<file path="src/rtl/apb_slave_mem.sv">
// ============================================================================
// apb_slave_mem: APB slave with byte-strobed word memory and fixed wait states.
// Revision: 1.0
// ============================================================================
`default_nettype none

module apb_slave_mem #(
  parameter int ADDR_WIDTH  = 8,
  parameter int DATA_WIDTH  = 32,
  parameter int STRB_WIDTH  = DATA_WIDTH / 8,
  parameter int MEM_DEPTH   = 64,
  parameter int WAIT_CYCLES = 0
) (
  input  logic                  PCLK,
  input  logic                  PRESETn,
  input  logic                  PSEL,
  input  logic                  PENABLE,
  input  logic                  PWRITE,
  input  logic [ADDR_WIDTH-1:0] PADDR,
  input  logic [DATA_WIDTH-1:0] PWDATA,
  input  logic [STRB_WIDTH-1:0] PSTRB,
  output logic [DATA_WIDTH-1:0] PRDATA,
  output logic                  PREADY,
  output logic                  PSLVERR
);

  localparam int                  LSB        = $clog2(STRB_WIDTH);
  localparam int                  IDX_W      = (MEM_DEPTH > 1) ? $clog2(MEM_DEPTH) : 1;
  localparam logic [ADDR_WIDTH:0]   DEPTH_LIM  = (ADDR_WIDTH + 1)'(MEM_DEPTH);
  localparam logic [ADDR_WIDTH-1:0] ALIGN_MASK = ADDR_WIDTH'(STRB_WIDTH - 1);
  localparam logic [3:0]          WAIT_INIT  = 4'(WAIT_CYCLES);

  typedef enum logic [1:0] {
    IDLE   = 2'd0,
    SETUP  = 2'd1,
    ACCESS = 2'd2
  } state_t;

  state_t                  state;
  state_t                  phase;
  logic [3:0]              cnt;
  logic [ADDR_WIDTH-1:0]   addr_q;
  logic                    write_q;
  logic [DATA_WIDTH-1:0]   wdata_q;
  logic [STRB_WIDTH-1:0]   strb_q;
  logic                    ready_q;
  logic                    slverr_q;
  logic [DATA_WIDTH-1:0]   rdata_q;
  logic [DATA_WIDTH-1:0]   mem [MEM_DEPTH];

  logic [ADDR_WIDTH-1:0]   src_addr;
  logic                    src_write;
  logic [ADDR_WIDTH-1:0]   word_idx;
  logic [IDX_W-1:0]        mem_idx;
  logic                    err;
  logic [DATA_WIDTH-1:0]   rd_val;

  // The setup phase is the bus cycle itself, so it is decoded from the live
  // bus; the registered state only needs to remember IDLE versus ACCESS.
  always_comb begin
    phase = state;
    if (state == IDLE && PSEL && !PENABLE) phase = SETUP;
    src_addr  = (phase == SETUP) ? PADDR  : addr_q;
    src_write = (phase == SETUP) ? PWRITE : write_q;
    word_idx  = src_addr >> LSB;
    mem_idx   = word_idx[IDX_W-1:0];
    err       = ({1'b0, word_idx} >= DEPTH_LIM) || (|(src_addr & ALIGN_MASK));
    rd_val    = (!src_write && !err) ? mem[mem_idx] : '0;
  end

  always_ff @(posedge PCLK or negedge PRESETn) begin
    if (!PRESETn) begin
      state    <= IDLE;
      cnt      <= '0;
      addr_q   <= '0;
      write_q  <= 1'b0;
      wdata_q  <= '0;
      strb_q   <= '0;
      ready_q  <= 1'b0;
      slverr_q <= 1'b0;
      rdata_q  <= '0;
      for (int i = 0; i < MEM_DEPTH; i++) mem[i] <= '0;
    end else begin
      ready_q  <= 1'b0;
      slverr_q <= 1'b0;
      rdata_q  <= '0;
      case (phase)
        SETUP: begin
          state   <= ACCESS;
          addr_q  <= PADDR;
          write_q <= PWRITE;
          wdata_q <= PWDATA;
          strb_q  <= PSTRB;
          cnt     <= WAIT_INIT;
          if (WAIT_CYCLES == 0) begin
            ready_q  <= 1'b1;
            slverr_q <= err;
            rdata_q  <= rd_val;
          end
        end
        ACCESS: begin
          if (!PSEL) begin
            state <= IDLE;
            cnt   <= '0;
          end else if (ready_q) begin
            state <= IDLE;
            if (write_q && !err) begin
              for (int i = 0; i < STRB_WIDTH; i++)
                if (strb_q[i]) mem[mem_idx][8*i +: 8] <= wdata_q[8*i +: 8];
            end
          end else begin
            cnt <= cnt - 4'd1;
            // Response is registered on the edge that enters the final cycle.
            if (cnt == 4'd1) begin
              ready_q  <= 1'b1;
              slverr_q <= err;
              rdata_q  <= rd_val;
            end
          end
        end
        default: state <= IDLE;
      endcase
    end
  end

  assign PREADY  = ready_q;
  assign PSLVERR = slverr_q;
  assign PRDATA  = rdata_q;

endmodule

`default_nettype wire

</file>
<file path="config.mk">
export PLATFORM = sky130hd
export DESIGN_NAME = apb_slave_mem
export DESIGN_NICKNAME = d
export VERILOG_FILES = /design/src/rtl/apb_slave_mem.sv
export SDC_FILE = /design/constraint.sdc
export NUM_CORES = 2
export LEC_CHECK = 0
export ABC_CLOCK_PERIOD_IN_PS = 8800
export BUFFER_PORTS_ARGS = -buffer_cell sky130_fd_sc_hd__buf_2
export CAP_MARGIN = 0
export CORE_ASPECT_RATIO = 0.75
export CORE_MARGIN = 2
export CORE_UTILIZATION = 35
export DETAILED_ROUTE_END_ITERATION = 16
export PLACE_DENSITY = 0.56
export REMOVE_ABC_BUFFERS = 1
export SETUP_SLACK_MARGIN = 0.05
export SYNTH_ARGS = -nofsm -noshare
export SYNTH_HDL_FRONTEND = slang
export SYNTH_SLANG_ARGS = --single-unit
export TNS_END_PERCENT = 10
</file>
<file path="constraint.sdc">
create_clock -name PCLK -period 8.8 [get_ports PCLK]
set_clock_uncertainty 0.15 [all_clocks]
set_input_delay 0 -clock PCLK [delete_from_list [all_inputs] [get_ports PCLK]]
set_output_delay 0 -clock PCLK [all_outputs]
set_load 0.01 [all_outputs]
</file>
==> flow_metrics.tcl <==
set metrics [dict create \
    vias 59800 \
    ys_top_cells_by_count "2132 x dfrtp_1, 2056 x mux2_2, 764 x o22ai_1" \
    fp-row-count 164 \
    wl_per_cell_um 26.4 \
    start_util 0.352 \
    p_per_area_nw_per_um2 218 \
    dieArea_um2 272000 \
    clk-insertion-delay-late_ps 870 \
    power.share.sequential 0.432 \
    max-slew-margin-rel 0.188 \
    netlist_area_um2 93700 \
    yosys_warnings 0 \
    setup.worst_path.class "register to register" \
    synth_ff_type "dfrtp_1" \
    cp-end-kind "register" \
    globalplace.congestion 0.779 \
    timing.rr.start "state[1]" \
    path_max_fanout 101 \
    cts_buffers 209 \
    met1Wirelength_mm 133 \
    clock-root-buffer "clkbuf_16" \
    yosysTopAreaCell "dfrtp_1" \
    tightest_slew_ps 1210 \
    coreArea_um2 266000 \
    grt_overflow 0 \
    fin_tns_setup_ps 0 \
    cp.arrival_ps 5970 \
    fin_area_um2 106000 \
    drv_slew 0 \
    port_buffers 82 \
    layout-drive-gt1-share 0.416 \
    placed_cells 10000 \
    ir_drop_mv 0.145 \
    syn_to_final_growth_pct 12.8 \
    rsz0062_at_grt "false" \
    hold_viol_final 0 \
    cap_violations 0 \
    netlist_top_cells_area "dfrtp_1 57%, mux2_2 25%, o22ai_1 5.1%" \
    timing.rr.end "PRDATA[28]" \
    clockBufferDepth 4 \
    ys_types 46 \
    hold_depth 4 \
    hold_path_startpoint "PSEL" \
    cts_tree "yes" \
    ff2ff_path_depth 8 \
    p_int_w 0.0163 \
    synth_cells 6843 \
    setup_slack_ps 3400 \
    clockPowerShare 0.406 \
    hpwl_mm 159 \
    setup_viol_count_final 0 \
    antenna_found_initial 12 \
    ys_ff_latch 2132 \
    dieWidth_um 601 \
    grt_pass1_vias 61900 \
    cts.clk_slew.worst_paths_ps 60 \
    postCtsSetupBuffers 0 \
    num-nets-final 6843 \
    pre_cts_ws_ps 3420 \
    io-pin-count 83 \
    first_iter_violations 4310 \
    cts_resized 0 \
    synth_edf_count 0 \
    swShare 0.293 \
    fmax_mhz 185 \
    vias_per_cell 5.69 \
    synthArstFlopShare 1.00 \
    holdPathEnd "cnt[0]" \
    grt_pass1_wl_mm 419 \
    fin_util 0.397 \
    comb_power_share 0.162 \
    top_layer "met5" \
    grt_max_degree 186 \
    fin_cells 10500 \
    synth_top_area_frac 0.570 \
    seq_area_frac_synth 0.570 \
    drcViolationCount 0 \
    period_share 0.613 \
    hold_path.class "primary input to register" \
    htree_levels 4 \
    route.met3.wl_mm 13.0 \
    die_h_um 452 \
    wl_mm 278 \
    ant_nets 0 \
    p_leak_nw 52.0 \
    synth_area_per_cell_um2 13.7 \
    reg2reg_setup_slack_ps 3400 \
    cts.sinks 2132 \
    firstDrtPassIters 8 \
    cp-start-kind "register" \
    track_usage 0.201 \
    wl_met2_mm 125 \
    cts_hold_buf 123 \
    status "complete, no violations" \
    yosysMostFrequentCell "dfrtp_1" \
    period_minus_slack_ps 5400 \
    placed_area_um2 97300 \
    p_switching_w 0.00673 \
    cp.required_ps 9370 \
]
layout by cell type (no fill, tap or decap), types with 8 or more instances in the layout:
| master | instances |
|---|---|
| dfrtp_1 | 2100 |
| mux2_2 | 2054 |
| o22ai_1 | 764 |
| clkbuf_16 | 213 |
| nor2_1 | 198 |
| o221ai_1 | 145 |
| o22a_1 | 139 |
| nand2_1 | 130 |
| nor3_4 | 127 |
| dlygate4sd3_1 | 122 |
| nand3_2 | 120 |
| nor3_1 | 98 |
| a21oi_1 | 89 |
| buf_4 | 82 |
| buf_2 | 81 |
| o31ai_1 | 62 |
| clkbuf_8 | 54 |
| nor4_1 | 46 |
| clkinv_2 | 40 |
| o21ai_0 | 34 |
| clkbuf_1 | 34 |
| dfrtp_2 | 31 |
| buf_12 | 26 |
| or4_1 | 23 |
| nand3_1 | 19 |
| bufinv_16 | 19 |
| inv_1 | 9 |
| mux2i_4 | 8 |
| o2111ai_1 | 8 |
cell families after synthesis:
family	Yosys count	synth area share
buf+inv	584	0.0276
compound gates	1247	0.0904
fa+ha+maj	2	0.000267
simple gates	804	0.0623
mux	2071	0.249
xor+xnor	3	0.000281
flops	2132	0.570
layer usage:
layer,global-route usage,up-vias
met5,0,-
met4,0.0466,2
met3,0.0297,359
met2,0.309,1291
met1,0.299,32400
li1,-,25700
worst max path at each step:
stage,to,slack [ps],start
finish,PRDATA[28],3400,state[1]
global route,PRDATA[12],3270,state[1]
CTS,PRDATA[28],3370,state[1]
detailed placement,PRDATA[28],3420,state[1]
global placement,PRDATA[28],3510,state[1]
floorplan,PRDATA[14],-7410,state[1]
worst max-delay path: stages (launching register included):
cell and delay, ps:
dfrtp_1 540, or3b_4 830, mux2i_4 810, buf_12 530, o22a_1 260, o221ai_1 110, o31ai_1 1040, o2111ai_1 480
nor3_1 350
power groups by stage:
stage          Clock, W  Sequential (W)  Combinational, W
2_1_floorplan         0          0.0103           0.00191
3_3_place_gp          0          0.0101           0.00364
3_5_place_dp          0          0.0101           0.00365
4_1_cts         0.00953         0.00994           0.00371
5_1_grt         0.00995         0.00994           0.00396
6_report        0.00933         0.00994           0.00372
area by class of cell:
class | instances | area (µm²)
Fill cell | 24700 | 161000
Sequential cell | 2132 | 53400
Multi-Input combinational cell | 4127 | 37900
Clock buffer | 301 | 6200
Tap cell | 3569 | 4470
Timing Repair Buffer | 312 | 2790
Clock inverter | 66 | 825
Inverter | 10 | 37.5
Antenna cell | 4 | 10.0
metrics by stage:
stage | total power, W | hold WS (ps)
after global routing | 0.0238 | 70.4
final | 0.0230 | 62.5
after CTS | 0.0232 | 17.7
after global placement | 0.0138 | -28.9
after floorplan | 0.0122 | -446
after detailed placement | 0.0138 | -17.8
flip-flops by register name, indices dropped and copies added (netlist names):
register / flops
PREADY: 1
write_q: 1
state: 1
PRDATA: 32
cnt: 4
PSLVERR: 1
mem: 2048
strb_q: 4
wdata_q: 32
addr_q: 8
(Power assumes the default switching activity.)
